==> config.mk <==
export PLATFORM = sky130hd
export DESIGN_NAME = load_store_unit
export DESIGN_NICKNAME = d
export VERILOG_FILES = /design/src/rtl/load_store_unit_pkg.sv /design/src/rtl/lsu_align.sv /design/src/rtl/load_store_unit.sv
export SDC_FILE = /design/constraint.sdc
export NUM_CORES = 1
export LEC_CHECK = 0
export ABC_AREA = 0
export BUFFER_PORTS_ARGS = -buffer_cell sky130_fd_sc_hd__buf_2
export CORE_MARGIN = 2
export CORE_UTILIZATION = 52
export CTS_BUF_LIST = sky130_fd_sc_hd__clkbuf_2
export CTS_CLUSTER_SIZE = 16
export DETAILED_ROUTE_END_ITERATION = 10
export GPL_TIMING_DRIVEN = 0
export HOLD_SLACK_MARGIN = 0.02
export MAX_ROUTING_LAYER = met4
export PLACE_DENSITY = 0.88
export SETUP_SLACK_MARGIN = 0.4
export SYNTH_ARGS = -nofsm -noshare
export SYNTH_HDL_FRONTEND = slang
export SYNTH_SLANG_ARGS = --single-unit
==> constraint.sdc <==
create_clock -name clk -period 2.6 [get_ports clk]
set_clock_uncertainty 0.15 [all_clocks]
set_input_delay 0.52 -clock clk [delete_from_list [all_inputs] [get_ports clk]]
set_output_delay 0.52 -clock clk [all_outputs]
set_load 0.03 [all_outputs]
==> src/rtl/load_store_unit_pkg.sv <==
// load_store_unit_pkg: funct3 codes, FSM states and access-size decode for the load/store unit.
package load_store_unit_pkg;

    localparam logic [2:0] F3_LB  = 3'b000;
    localparam logic [2:0] F3_LH  = 3'b001;
    localparam logic [2:0] F3_LW  = 3'b010;
    localparam logic [2:0] F3_LBU = 3'b100;
    localparam logic [2:0] F3_LHU = 3'b101;
    localparam logic [2:0] F3_SB  = 3'b000;
    localparam logic [2:0] F3_SH  = 3'b001;
    localparam logic [2:0] F3_SW  = 3'b010;

    typedef enum logic [1:0] {IDLE, REQ, WAIT, DONE} state_t;
    typedef enum logic [1:0] {SZ_B, SZ_H, SZ_W} size_t;

    // Any funct3 that is not a recognised byte/half code falls back to a word access.
    function automatic size_t access_size(input logic [2:0] f3, input logic load);
        if (load)
            return (f3 == F3_LB || f3 == F3_LBU) ? SZ_B :
                   (f3 == F3_LH || f3 == F3_LHU) ? SZ_H : SZ_W;
        return f3 == F3_SB ? SZ_B : f3 == F3_SH ? SZ_H : SZ_W;
    endfunction

endpackage

==> src/rtl/lsu_align.sv <==
// lsu_align: byte-enable and store-lane generation plus load-lane selection and extension.
module lsu_align
    import load_store_unit_pkg::*;
#(
    parameter int DWIDTH = 32
) (
    input  logic [1:0]        offset,
    input  size_t             size,
    input  logic              sign,
    input  logic [DWIDTH-1:0] store_data,
    input  logic [DWIDTH-1:0] load_data,
    output logic [3:0]        be,
    output logic [DWIDTH-1:0] wdata,
    output logic [DWIDTH-1:0] rdata
);

    logic [1:0]        lane;
    logic [DWIDTH-1:0] shifted;

    always_comb begin
        lane    = size == SZ_B ? offset : size == SZ_H ? {offset[1], 1'b0} : 2'b00;
        be      = size == SZ_B ? 4'b0001 << lane :
                  size == SZ_H ? (offset[1] ? 4'b1100 : 4'b0011) : 4'b1111;
        wdata   = size == SZ_B ? DWIDTH'({4{store_data[7:0]}}) :
                  size == SZ_H ? DWIDTH'({2{store_data[15:0]}}) : store_data;
        shifted = load_data >> {lane, 3'b000};
        rdata   = size == SZ_B ? {{(DWIDTH-8){sign & shifted[7]}}, shifted[7:0]} :
                  size == SZ_H ? {{(DWIDTH-16){sign & shifted[15]}}, shifted[15:0]} : shifted;
    end

endmodule

==> src/rtl/load_store_unit.sv <==
// load_store_unit: single-outstanding load/store unit between execute stage and data memory.
// Define MISALIGN_TRAP_EN to fault misaligned half/word accesses instead of truncating the address.
module load_store_unit
    import load_store_unit_pkg::*;
#(
    parameter int DWIDTH = 32,
    parameter int AWIDTH = 32
) (
    input  logic              clk,
    input  logic              rst_n,
    input  logic              valid_i,
    output logic              ready_o,
    input  logic [DWIDTH-1:0] res_i,
    input  logic [DWIDTH-1:0] store_data_i,
    input  logic              is_load_i,
    input  logic              is_store_i,
    input  logic [2:0]        funct3_i,
    output logic              dmem_req_o,
    output logic              dmem_we_o,
    output logic [AWIDTH-1:0] dmem_addr_o,
    output logic [3:0]        dmem_be_o,
    output logic [DWIDTH-1:0] dmem_wdata_o,
    input  logic              dmem_gnt_i,
    input  logic              dmem_rvalid_i,
    input  logic [DWIDTH-1:0] dmem_rdata_i,
    output logic              done_o,
    output logic [DWIDTH-1:0] wb_data_o,
    output logic              misalign_o
);

    state_t            state, next;
    logic [AWIDTH-1:0] addr;
    logic [DWIDTH-1:0] data, wb, ext, wdata;
    logic [3:0]        be;
    logic [2:0]        f3;
    logic              load, store, mem, misal, trap, in_load, in_store, accept;

    // Both class bits high is decoded as a load.
    assign in_load  = is_load_i;
    assign in_store = is_store_i & ~is_load_i;
    assign accept   = state == IDLE && valid_i;

`ifdef MISALIGN_TRAP_EN
    size_t in_size;
    assign in_size = access_size(funct3_i, in_load);
    assign trap    = (in_load | in_store) &
                     (in_size == SZ_H ? res_i[0] : in_size == SZ_W ? |res_i[1:0] : 1'b0);
`else
    assign trap = 1'b0;
`endif

    lsu_align #(.DWIDTH(DWIDTH)) u_align (
        .offset     (addr[1:0]),
        .size       (access_size(f3, load)),
        .sign       (~f3[2]),
        .store_data (data),
        .load_data  (dmem_rdata_i),
        .be         (be),
        .wdata      (wdata),
        .rdata      (ext)
    );

    always_ff @(posedge clk or negedge rst_n) begin
        if (!rst_n) state <= IDLE;
        else        state <= next;
    end

    always_comb begin
        next = state;
        case (state)
            IDLE:    if (valid_i) next = (in_load | in_store) & ~trap ? REQ : DONE;
            REQ:     if (dmem_gnt_i) next = load ? WAIT : DONE;
            WAIT:    if (dmem_rvalid_i) next = DONE;
            default: next = IDLE;
        endcase
    end

    always_ff @(posedge clk or negedge rst_n) begin
        if (!rst_n) begin
            addr  <= '0;
            data  <= '0;
            f3    <= '0;
            load  <= 1'b0;
            store <= 1'b0;
            mem   <= 1'b0;
            misal <= 1'b0;
            wb    <= '0;
        end else if (accept) begin
            addr  <= AWIDTH'(res_i);
            data  <= store_data_i;
            f3    <= funct3_i;
            load  <= in_load;
            store <= in_store;
            mem   <= (in_load | in_store) & ~trap;
            misal <= trap;
            wb    <= (in_load | in_store) ? '0 : res_i;
        end else if (state == WAIT && dmem_rvalid_i) begin
            wb <= ext;
        end
    end

    // Memory-side outputs come from latched state so they stay stable while waiting for a grant.
    assign ready_o      = state == IDLE;
    assign dmem_req_o   = state == REQ;
    assign dmem_we_o    = state == REQ && store;
    assign dmem_addr_o  = mem ? {addr[AWIDTH-1:2], 2'b00} : '0;
    assign dmem_be_o    = mem ? be : 4'b0000;
    assign dmem_wdata_o = mem && store ? wdata : '0;
    assign done_o       = state == DONE;
    assign wb_data_o    = wb;
    assign misalign_o   = state == DONE && misal;

endmodule

### After elaboration in Yosys (flattened, before gate mapping)

Index checks and enable logic that the tools add are counted.
Widths: inputs -> output; s select.

* add/subtract/negate cells: 0
* multiply operators: 0
* div/mod/pow operators: 0
* order comparisons: 0
* eq/ne operators: 10
* shifts and indexed selects: 2
* muxes and demuxes: 28
* bitwise operators: 6
* reduce and logical (&&, ||, !) cells: 11

Operators by type and width (count)
* $mux 32: 9
* $shr 32x5->32: 1
* $mux 2: 12
* $mux 4: 4
* $eq 3x3->1 const B: 2
* $pmux 2 s3: 1
* $eq 2x1->1 const B: 2
* $eq 2x2->1 const B: 2
* $logic_and 1x1->1: 4
* $logic_not 2->1: 2
* $ne 2x2->1 const B: 2
* $shl 1x2->4 const A: 1
* $and 1x1->1: 3
* $eq 3x1->1 const B: 1
* $logic_not 3->1: 1
* $reduce_and 3->1: 1
* $logic_or 1x1->1: 2
* $mux 1: 2
* $ne 2x1->1 const B: 1
* $not 1->1: 2
* $reduce_bool 2->1: 1
* $or 1x1->1: 1

* flip-flop bits (word level): 104
* latch bits: 0
* bits in writable memories: 0
* bits in read-only memories: 0
* bits of input ports: 106
* output and inout bits: 105
* memories: 0

### Logic depth before layout (Yosys ltp)

Gate-level depths: netlist of the first run.

* depth after elaboration: 15
* gate-level depth with buffers: 8

### Cells and area by module

Synthesis of the first run repeated with hierarchy kept, for this count alone.

* cells, all modules: 571
* area total of the unflattened synthesis: 6311.1 sq um

By module, submodules not included
* load_store_unit: instances 1, cells an instance 402, area each 5023.6 sq um
* lsu_align: instances 1, cells an instance 169, area each 1287.5 sq um

### Worst setup path before layout of the first run

OpenSTA, ideal clock, no wires.

* path type: register -> output
* from: register f3[2]
* to: output dmem_wdata_o[29]
* data arrival time: 1957 ps
* required time: 1930 ps
* setup slack: -27 ps
* stages on the path, launching flop included: 7
* cell sequence: dfrtp_1 and2b_1 buf_2 nor2_4 buf_2 nor2_1 a211oi_1

* cells in the longest elaborated chain, start to end: 10
* elaborated cells between the ends (all ways): 17
* those cells by class: 4 x eq/ne; 9 x mux; 4 x reduce/logical

Ends and longest elaborated chain
* start, declared: RTL line load_store_unit.sv:35 `logic [2:0] f3;`
* start signal, assigned: RTL line load_store_unit.sv:91 `f3 <= funct3_i;`
* $eq 3x1->1 or $eq 3x3->1 (tied branches): RTL line load_store_unit_pkg.sv:20, load_store_unit_pkg.sv:21
* $logic_or 1x1->1: RTL line load_store_unit_pkg.sv:20 `(f3 == F3_LH || f3 == F3_LHU) ? SZ_H : SZ_W;`
* $mux 2: RTL line load_store_unit_pkg.sv:20
* $mux 2: RTL line load_store_unit_pkg.sv:19 `return (f3 == F3_LB || f3 == F3_LBU) ? SZ_B :`
* $mux 2: RTL line load_store_unit_pkg.sv:18 `if (load)`
* $mux 2 (*): RTL line load_store_unit_pkg.sv:21 `return f3 == F3_SB ? SZ_B : f3 == F3_SH ? SZ_H : SZ_W;`
* $eq 2x1->1: RTL line lsu_align.sv:25 `size == SZ_H ? DWIDTH'({2{store_data[15:0]}}) : store_data;`
* $mux 32: RTL line lsu_align.sv:25
* $mux 32 (*): RTL line lsu_align.sv:24 `wdata = size == SZ_B ? DWIDTH'({4{store_data[7:0]}}) :`
* $mux 32 (*): RTL line load_store_unit.sv:108 `assign dmem_wdata_o = mem && store ? wdata : '0;`
* end, declared: RTL line load_store_unit.sv:22 `output logic [DWIDTH-1:0] dmem_wdata_o,`

Every way passes the cells marked *; elsewhere a longest branch is shown, timed or not. The select of a mux whose other input is x is not followed.

### Worst setup path in the final report of the first run

* from: register f3[2]
* to: output dmem_wdata_o[21]

The elaborated chain is that of the path after synthesis.

==> results of run 1 <==
## worst max-delay path: cells and delay by family, from the launching register on
family	cells	cell delay (ps)
simple gates	3	530
flops	1	470
compound gates	1	190
buf+inv	3	460
## worst min-delay path by stage
stage,startpoint,end,slack (ps),cells past startpoint
5_1_grt,res_i[0],addr[0]$_DFFE_PN0P_,50,3
2_1_floorplan,rst_n,addr[0]$_DFFE_PN0P_,70,0
6_report,res_i[0],addr[0]$_DFFE_PN0P_,70,3
3_3_place_gp,addr[2]$_DFFE_PN0P_,addr[2]$_DFFE_PN0P_,300,2
3_5_place_dp,addr[2]$_DFFE_PN0P_,addr[2]$_DFFE_PN0P_,300,2
4_1_cts,res_i[0],addr[0]$_DFFE_PN0P_,40,3
## logic make-up after synthesis
group | synth area share
buffers and inverters | 0.0516
multiplexers | 0.0296
other | 0.000634
adder cells (fa/ha/maj) | 0.00846
AND/OR/NAND/NOR | 0.242
flip-flops | 0.440
AO/OA/AOI/OAI | 0.228
## registers in the layout, summed over array words and instances, names as in the netlist
| signal | count |
|---|---|
| wb_data_o | 32 |
| load | 1 |
| f3 | 3 |
| state | 2 |
| addr | 32 |
| data | 32 |
| store | 1 |
| mem | 1 |
## placed cells by master (no fill, tap or decap), types with 20 or more instances in the layout
cell	n
dlygate4sd3_1	67
buf_4	37
dfrtp_1	101
and2_4	31
buf_2	140
nand2_1	233
buf_6	79
a21o_1	23
clkbuf_2	20
a21boi_0	23
o21ai_0	43
## cell type report
type	count	area share
tap	140	0.0186
clock inverter	5	0.00625
sequential	104	0.277
timing repair buffer	313	0.268
clock buffer	10	0.00532
antenna	2	0.000532
multi-input combinational	541	0.372
buffer	57	0.0486
inverter	9	0.00372
## power by group
part | switching, mW | leakage (nW) | internal (mW)
logic | 5.04 | 3.32 | 3.47
clock network | 0.572 | 0.0656 | 0.221
registers | 0.590 | 1.29 | 2.35
total | 6.20 | 4.68 | 6.05
## layer usage
metal / global-route usage / share of wire / up-vias
li1: - / - / 3061
met1: 0.486 / 0.37 / 3389
met2: 0.683 / 0.49 / 543
met3: 0.0782 / 0.087 / 135
met4: 0.203 / 0.056 / 0
met5: - / 0 / -
## metrics by stage
step | hold WS (ps) | setup TNS [ps]
floorplan | 74.4 | 0
global placement | 300 | -27290
detailed placement | 305 | -482
CTS | 40.2 | -5480
global route | 54.7 | -9440
finish | 71.5 | -6720
## synthesized netlist by cell type (14+ instances only)
cell	count	area [µm²]
a21o_1	23	173
and2_1	32	200
dfrtp_1	104	2600
mux2i_1	15	150
a31oi_1	15	93.8
a21boi_0	25	188
and3_1	15	93.8
a21oi_1	16	80.1
nor2_1	18	67.6
nand2_1	242	908
a22oi_1	18	135
buf_2	14	70.1
clkbuf_1	25	93.8
o21ai_0	43	215
## what timing repair did
| action | CTS | global route |
|---|---|---|
| setup endpoints to repair | 159 | 107 |
| hold buffers | 67 | 0 |
| buffers inserted | 22 | 10 |
| cloned | 6 | 0 |
| resized for setup | 258 | 45 |
| endpoints found under the hold margin | 101 | 0 |
| pin swaps | 12 | 7 |
==> results by group, run 1 <==
Status
  – Status: finished, violations left
  – Failing checks: setup timing

Clock tree
  – Clk root buf: clkbuf_2
  – Clk sinks: 104
  – Worst-skew pair later-pin latency: 600 ps
  – Clock tree buffer depth: 2
  – TritonCTS clock tree: yes
  – H-Tree Depth: 3
  – CTS clk-pin slew, worst paths: 250 ps
  – Inserted Clock Buffers: 9

Layout
  – Finished Cell Area: 9410 µm²
  – Area of the multi-input gates: 3500 µm²
  – Number of fill cells in the layout: 580
  – Area Overhead vs Synth: 59.0%
  – Nets@finish: 1,145
  – Finished Layout Cells: 1,181
  – Post-route core utilization: 0.856
  – Share of post-route cells with drive strength above 1: 0.400
  – Sequential cell area: 2610 µm²

Synth
  – FF+latch count, synth: 104
  – Syn. warnings: 0
  – Gate Count Post-Synth: 709
  – Register area share after synthesis: 0.440
  – Post-synth EDFFs: 0
  – Synthesized area: 5920 µm²
  – Ys flop type: dfrtp_1
  – Cell variety after synth: 50
  – Async set-reset flop share out of synthesis: 1.00
  – Avg Cell Area, Syn: 8.34 µm²

Timing
  – Worst-Margin Slew: 561 ps
  – Relative slew slack: 0.626
  – Fmax: 345 MHz
  – Max Slew Vio Count: 0
  – Hold Vio Cnt, Final: 0
  – Final setup viols: 26
  – Final period utilization: 1.11
  – RSZ-0062 raised after global routing: true
  – Setup ws final: -294 ps
  – Tmin final: 2890 ps

Worst setup path
  – Worst Setup Start Kind: flop
  – Data arrival, critical path: 2220 ps
  – Worst Setup EP: dmem_wdata_o[21]
  – Critical Path RT: 1930 ps
  – CP max-delay cell: dfrtp_2
  – Reg-to-reg endpoint: wb_data_o[26]$_DFFE_PN0P_
  – CP cell instances: and2b_2 -> buf_8 -> nor2_4 -> buf_6 -> nand2_2 -> a21oi_4 -> buf_6
  – Worst r2r path cells: 9
  – Critical-path maximum fanout: 6
  – Cell mode on critical path: buf_6
  – Crit end category: primary output
  – Slowest stage delay, CP: 470 ps
  – Critical path class: flop to primary output
  – Flop-to-flop setup slack: 410 ps
  – Reg-to-reg startpoint: state[1]$_DFFE_PN0P_
  – Crit path from: f3[2]$_DFFE_PN0P_

Placed design
  – Placed Cells: 1,059
  – Port bufs: 207
  – Placed instance area: 7400 µm²
  – HPWL after DPL: 15,000 µm
  – GP Congestion: 0.981
  – Dpl ws: -75.0 ps

GRT
  – Largest net degree at the start of global routing: 70
  – Number of global-route vias before repair: 7,161
  – First-pass GRT wire length: 38,900 µm
  – Overflow after GRT: 0
  – Global-route usage over all layers: 0.413
  – Antenna violations before repair: 2

Detailed routing
  – Detail Route Antenna Nets: 0
  – Iteration count of the initial detailed-routing pass: 7
  – WL per Instance: 21.5 µm
  – Vias per cell: 6.04
  – Vias: 7,128
  – Number of DRC markers in iteration 0: 788
  – Overall routed net length: 25,300 µm
  – DRC: 0

Floorplan
  – Die Span Y: 111 µm
  – # rows: 38
  – Die width: 111 µm
  – Core area: 11,000 µm²
  – IO Pins: 211
  – Starting Density: 0.539
  – Die ar.: 12,200 µm²

Pwr
  – Peak supply drop: 0.875 mV
  – PwrDens: 1300 nW/µm²
  – P_leak: 4.68 nW
  – Power after layout: 12.3 mW

Job
  – Number of max-cap violations: 0

Min path
  – Worst Hold Class: input pin to flop
Note: power is estimated with default switching activity, not from simulation.
==> run 2: changes to the inputs <==
--- a/config.mk
+++ b/config.mk
@@ -16,6 +16,7 @@
 export HOLD_SLACK_MARGIN = 0.02
 export MAX_ROUTING_LAYER = met4
 export PLACE_DENSITY = 0.88
+export RECOVER_POWER = 25
 export SETUP_SLACK_MARGIN = 0.4
 export SYNTH_ARGS = -nofsm -noshare
 export SYNTH_HDL_FRONTEND = slang
==> run 2 against run 1 <==
Compared with the run above: setup slack got worse by 14 ps; via count barely moved; the flow still finishes with violations (setup timing); critical path depth did not move; sequential cell count did not move; largest cell class unchanged; non-clock buffer count did not move; sequential share of layout area rose by 0.066 points; sequential power barely moved; die area did not move; power barely moved; critical endpoint unchanged.
==> results by group, run 2 (synthesized netlist as in run 1, its figures left out) <==
Worst setup path
  – Reg-to-reg endpoint: wb_data_o[26]$_DFFE_PN0P_
  – Worst Setup EP: dmem_wdata_o[21]
  – CP cell instances: and2b_2 -> buf_8 -> nor2_4 -> buf_6 -> nand2_2 -> a21oi_4 -> buf_6
  – Worst Setup Start Kind: flop
  – Worst r2r path cells: 9 (unchanged)
  – Data arrival, critical path: 2240 ps (+20 ps)
  – Crit path from: f3[2]$_DFFE_PN0P_
  – Critical Path RT: 1930 ps (about the same)
  – Top delay family on crit path: simple AND/OR/NAND/NOR gates
  – Critical-path maximum fanout: 6 (unchanged)
  – Reg-to-reg startpoint: state[1]$_DFFE_PN0P_
  – CP max-delay cell: dfrtp_2
  – Flop-to-flop setup slack: 410 ps (about the same)
  – Slowest stage delay, CP: 470 ps (about the same)
  – Cell mode on critical path: buf_6
  – Crit path depth: 7 (unchanged)
  – Crit end category: primary output
  – Buf+Inv Stages, Crit Path: 3 (unchanged)
  – Critical path class: flop to primary output

Pwr
  – Clock Power Share: 0.065 (about the same)
  – Peak supply drop: 0.875 mV (about the same)
  – Power share of the combinational group: 0.695 (about the same)
  – Int Power: 6.04 mW (about the same)
  – Switching power: 6.21 mW (+0.18%)
  – P_leak: 4.67 nW (-0.19%)
  – Switching Fraction: 0.507 (+0.000628)
  – Power after layout: 12.3 mW (about the same)
  – PwrDens: 1310 nW/µm² (+0.30%)
  – Sequential fraction of design power: 0.240 (about the same)

Timing
  – Final period utilization: 1.12 (+0.00523)
  – Tmin final: 2910 ps (+13.6 ps)
  – Final setup viols: 26 (unchanged)
  – Relative slew slack: 0.346 (-0.280)
  – Total negative slack: -7080 ps (-353 ps)
  – Fmax: 344 MHz (-0.47%)
  – RSZ-0062 raised after global routing: true
  – Hold Vio Cnt, Final: 0 (unchanged)
  – Worst-Margin Slew: 981 ps (+420 ps)
  – Max Slew Vio Count: 0 (unchanged)
  – Setup ws final: -308 ps (-13.6 ps)

Layout
  – Commonest non-fill, non-tap cell in the layout: nand2_1
  – Finished Layout Cells: 1,181 (unchanged)
  – Nets@finish: 1,145 (unchanged)
  – Finished Cell Area: 9380 µm² (-0.24%)
  – Most frequent cells in the layout: 233 x nand2_1, 140 x buf_2, 101 x dfrtp_1
  – Area Overhead vs Synth: 58.6%
  – Share of post-route cells with drive strength above 1: 0.400 (unchanged)

Placed design
  – Port bufs: 207 (unchanged)
  – HPWL after DPL: 15,000 µm (unchanged)
  – GP Congestion: 0.981 (unchanged)
  – Dpl ws: -75.0 ps (unchanged)
  – Placed instance area: 7400 µm² (unchanged)
  – Placed Cells: 1,059 (unchanged)

Detailed routing
  – Vias: 7,134 (+0.084%)
  – WL per Instance: 21.5 µm (about the same)
  – Number of DRC markers in iteration 0: 773 (-1.9%)
  – Overall routed net length: 25,300 µm (about the same)
  – Iteration count of the initial detailed-routing pass: 6 (-1)
  – Vias per cell: 6.04 (about the same)
  – Detail Route Antenna Nets: 0 (unchanged)
  – DRC: 0 (unchanged)

GRT
  – Global-route usage over all layers: 0.413 (unchanged)
  – Largest net degree at the start of global routing: 70 (unchanged)
  – First-pass GRT wire length: 38,900 µm (unchanged)
  – Overflow after GRT: 0 (unchanged)
  – Antenna violations before repair: 2 (unchanged)
  – Number of global-route vias before repair: 7,161 (unchanged)

Clock tree
  – H-Tree Depth: 3 (unchanged)
  – Clk sinks: 104 (unchanged)
  – TritonCTS clock tree: yes
  – Clk root buf: clkbuf_2
  – Worst-skew pair later-pin latency: 610 ps (about the same)
  – Inserted Clock Buffers: 9 (unchanged)
  – CTS clk-pin slew, worst paths: 250 ps (about the same)
  – Clock tree buffer depth: 2 (unchanged)

Floorplan
  – Die width: 111 µm (unchanged)
  – Core area: 11,000 µm² (unchanged)
  – Starting Density: 0.539 (unchanged)
  – # rows: 38 (unchanged)
  – Die Span Y: 111 µm (unchanged)
  – IO Pins: 211 (unchanged)
  – Die ar.: 12,200 µm² (unchanged)

Status
  – Status: finished, violations left
  – Failing checks: setup timing

Job
  – Number of max-cap violations: 0 (unchanged)

Min path
  – Worst Hold Class: input pin to flop
-- run 2: cell types whose count changed in the layout (fill, tap and decap cells not counted), sizes merged --
cell	change
buf	-2
clkbuf	+2
-- run 2: power groups by stage --
stage	Combinational (mW)	Clock, mW	Sequential, mW
5_1_grt	8.93	0.851	3.01
4_1_cts	7.91	0.770	2.87
2_1_floorplan	4.15	0	3.14
3_5_place_dp	6.21	0	2.87
3_3_place_gp	6.11	0	2.86
6_report	8.52	0.799	2.94
-- run 2: worst min path at each step --
| stage | slack [ps] | endpoint | startpoint | cells after the start |
|---|---|---|---|---|
| 2_1_floorplan | 70 | addr[0]$_DFFE_PN0P_ | rst_n | 0 |
| 3_3_place_gp | 300 | addr[2]$_DFFE_PN0P_ | addr[2]$_DFFE_PN0P_ | 2 |
| 3_5_place_dp | 300 | addr[2]$_DFFE_PN0P_ | addr[2]$_DFFE_PN0P_ | 2 |
| 4_1_cts | 40 | addr[0]$_DFFE_PN0P_ | res_i[0] | 3 |
| 5_1_grt | 50 | addr[0]$_DFFE_PN0P_ | res_i[0] | 3 |
| 6_report | 50 | addr[0]$_DFFE_PN0P_ | res_i[0] | 3 |
-- run 2: timing repair --
action,CTS,global route
pin swaps,12,7
hold buffers,67,0
setup buffers,22,10
gates cloned,6,0
resized for setup,258,45
hold endpoints to repair,101,0
setup endpoints to repair,159,107
-- run 2: final cells by class --
cell class / count / area [µm²]
multi-input cells: 541 / 3500
flip-flops and latches: 104 / 2610
repair buffers: 313 / 2500
fillers: 583 / 1600
plain buffers: 57 / 457
well taps: 140 / 175
clock inverters: 5 / 58.8
clock buffers: 10 / 50.0
inverters: 9 / 35.0
diodes: 2 / 5.00
-- run 2: through the flow --
stage               utilization  hold slack [ps]
floorplan                     -             74.4
global placement          0.671              300
detailed placement        0.674              305
CTS                       0.840             40.2
global route              0.854             54.7
finish                    0.854             49.9
-- run 2: tightest hold or removal path, cell delays in order --
cell and delay, ps:
buf_2 120, nand2_1 50, o21ai_0 70
-- run 2: routing by layer --
metal	share of wire	wire length, µm	GRT usage	vias up
met3	0.089	2250	0.0782	137
met5	0	0	-	-
met4	0.057	1430	0.203	0
met2	0.49	12400	0.683	531
li1	-	-	-	3059
met1	0.36	9230	0.486	3407
==> run 3: changes to the inputs <==
--- a/config.mk
+++ b/config.mk
@@ -15,7 +15,7 @@
 export GPL_TIMING_DRIVEN = 0
 export HOLD_SLACK_MARGIN = 0.02
 export MAX_ROUTING_LAYER = met4
-export PLACE_DENSITY = 0.88
+export PLACE_DENSITY_LB_ADDON = 0.15
 export RECOVER_POWER = 25
 export SETUP_SLACK_MARGIN = 0.4
 export SYNTH_ARGS = -nofsm -noshare
==> constraint.sdc (replaced) <==
create_clock -name clk -period 2.6 [get_ports clk]
set_clock_uncertainty 0.15 [all_clocks]
set_input_delay 0.13 -clock clk [delete_from_list [all_inputs] [get_ports clk]]
set_output_delay 0.13 -clock clk [all_outputs]
set_load 0.03 [all_outputs]
==> run 3 against run 2 <==
Compared with the run above: the flow finishes with violations (capacitance limit, slew limit, setup timing); largest cell class unchanged; die area unchanged; largest power group unchanged; via count up 0.42%; sequential cell count unchanged.
==> results by group, run 3 (synthesized netlist as in run 1, its figures left out) <==
Timing
  – Total negative slack: -169 ps (+6910 ps)
  – Final setup viols: 10 (-62%)
  – Max Slew Vio Count: 68 (+68)
  – Tmin final: 2650 ps (-263 ps)
  – Fmax: 378 MHz (+9.9%)
  – RSZ-0062 raised after global routing: true
  – Final period utilization: 1.02 (-0.101)
  – Setup ws final: -45.1 ps (+263 ps)
  – Worst-Margin Slew: 1690 ps (+712 ps)
  – Worst hold margin: 19.5 ps (-30.4 ps)
  – Relative slew slack: -0.129 (-0.475)
  – Hold Vio Cnt, Final: 0 (unchanged)

Clock tree
  – Clk root buf: clkbuf_2
  – Clk sinks: 104 (unchanged)
  – Worst-skew pair later-pin latency: 670 ps (+60 ps)
  – Clock tree buffer depth: 2 (unchanged)
  – TritonCTS clock tree: yes
  – Inserted Clock Buffers: 9 (unchanged)
  – CTS clk-pin slew, worst paths: 310 ps (+60 ps)
  – H-Tree Depth: 3 (unchanged)

Floorplan
  – Core area: 11,000 µm² (unchanged)
  – IO Pins: 211 (unchanged)
  – Die width: 111 µm (unchanged)
  – # rows: 38 (unchanged)
  – Starting Density: 0.539 (unchanged)
  – Die ar.: 12,200 µm² (unchanged)
  – Die Span Y: 111 µm (unchanged)

Worst setup path
  – Cell mode on critical path: buf_4
  – Crit end category: primary output
  – Critical Path RT: 2320 ps (+390 ps)
  – Slowest stage delay, CP: 480 ps (about the same)
  – CP max-delay cell: dfrtp_1
  – CP cell instances: and2b_2 -> buf_8 -> nor2_4 -> buf_4 -> buf_6 -> nor2_2 -> a211oi_2 -> buf_4
  – Data arrival, critical path: 2370 ps (+130 ps)
  – Worst Setup Start Kind: flop
  – Critical-path maximum fanout: 4 (-2)
  – Flop-to-flop setup slack: 410 ps (about the same)
  – Critical path class: flop to primary output

Min path
  – Worst Hold Class: input pin to flop

Detailed routing
  – Detail Route Antenna Nets: 0 (unchanged)
  – Iteration count of the initial detailed-routing pass: 8 (+2)
  – Vias: 7,164 (+0.42%)
  – Overall routed net length: 24,500 µm (-3.1%)
  – Number of DRC markers in iteration 0: 870 (+13%)
  – WL per Instance: 20.2 µm (-5.9%)
  – Vias per cell: 5.89 (-2.5%)
  – DRC: 0 (unchanged)

GRT
  – Antenna violations before repair: 1 (-1)
  – Overflow after GRT: 0 (unchanged)
  – Number of global-route vias before repair: 6,880 (-3.9%)
  – Largest net degree at the start of global routing: 68 (-2.9%)
  – First-pass GRT wire length: 36,000 µm (-7.5%)
  – Global-route usage over all layers: 0.379 (-0.0343)

Layout
  – Area Overhead vs Synth: 54.7%
  – Commonest non-fill, non-tap cell in the layout: nand2_1
  – Share of post-route cells with drive strength above 1: 0.349 (-0.0515)
  – Most frequent cells in the layout: 229 x nand2_1, 188 x buf_2, 109 x dlygate4sd3_1
  – Nets@finish: 1,181 (+3.1%)

Job
  – Number of max-cap violations: 1 (+1)

Placed design
  – GP Congestion: 0.904 (-7.9%)
  – Port bufs: 207 (unchanged)
  – HPWL after DPL: 15,300 µm (+2.0%)

Pwr
  – P_leak: 4.66 nW (-0.16%)
  – Peak supply drop: 0.844 mV (-3.5%)
  – PwrDens: 1240 nW/µm² (-5.4%)

Status
  – Failing checks: capacitance limit, slew limit, setup timing
  – Status: finished, violations left
-- run 3: path summary, 6_finish.rpt --
kind | from | cells after the start | end
max | load$_DFFE_PN0P_ | 8 | dmem_wdata_o[25]
min | store_data_i[11] | 4 | data[11]$_DFFE_PN0P_
max reg2reg | f3[1]$_DFFE_PN0P_ | 8 | wb_data_o[27]$_DFFE_PN0P_
min reg2reg | addr[5]$_DFFE_PN0P_ | 2 | addr[5]$_DFFE_PN0P_
max in group asynchronous | rst_n | 4 | state[1]$_DFFE_PN0P_
min in group asynchronous | rst_n | 4 | wb_data_o[14]$_DFFE_PN0P_
-- run 3: metal layers --
layer	up-vias	global-route usage	routed length, µm
met5	-	-	0
met4	0	0.125	1070
met3	123	0.0809	2220
met2	527	0.609	11900
met1	3386	0.481	9340
li1	3128	-	-
-- run 3: timing repair --
item / in CTS / in global routing
endpoints found under the hold margin: 208 / 2
pin swaps: 19 / 20
cloned: 1 / 1
buffers inserted: 18 / 11
gates resized for setup: 106 / 80
hold buffers: 108 / 2
setup endpoints to repair: 121 / 149
-- run 3: cell type report --
cell class	count	area, µm²
Tap cell	140	175
Buffer	57	380
Sequential cell	104	2610
Multi-Input combinational cell	541	3270
Antenna cell	1	2.50
Inverter	9	41.3
Clock buffer	11	55.1
Timing Repair Buffer	349	2590
Fill cell	641	1830
Clock inverter	4	30.0
-- run 3: power breakdown --
part	total [mW]	switching, mW	internal [mW]
logic	7.67	4.81	2.85
clock network	0.714	0.582	0.133
registers	2.92	0.572	2.35
-- run 3: critical path: cells and delay by family, from the launching register on --
family | cells | cell delay, ps
buf+inv | 4 | 590
flops | 1 | 480
simple gates | 3 | 420
compound gates | 1 | 200
-- run 3: per-stage QoR --
| stage | total power [mW] | utilization | area (µm²) | setup WS (ps) | std cells |
|---|---|---|---|---|---|
| finish | 11.3 | 0.833 | 9150 | -45.1 | 1216 |
| global route | 11.8 | 0.833 | 9150 | -125 | 1216 |
| CTS | 10.3 | 0.803 | 8820 | 49.7 | 1201 |
| detailed placement | 8.80 | 0.653 | 7170 | 125 | 1059 |
| global placement | 8.65 | 0.650 | 7140 | 102 | 1058 |
| floorplan | 6.96 | - | 5930 | 484 | 711 |
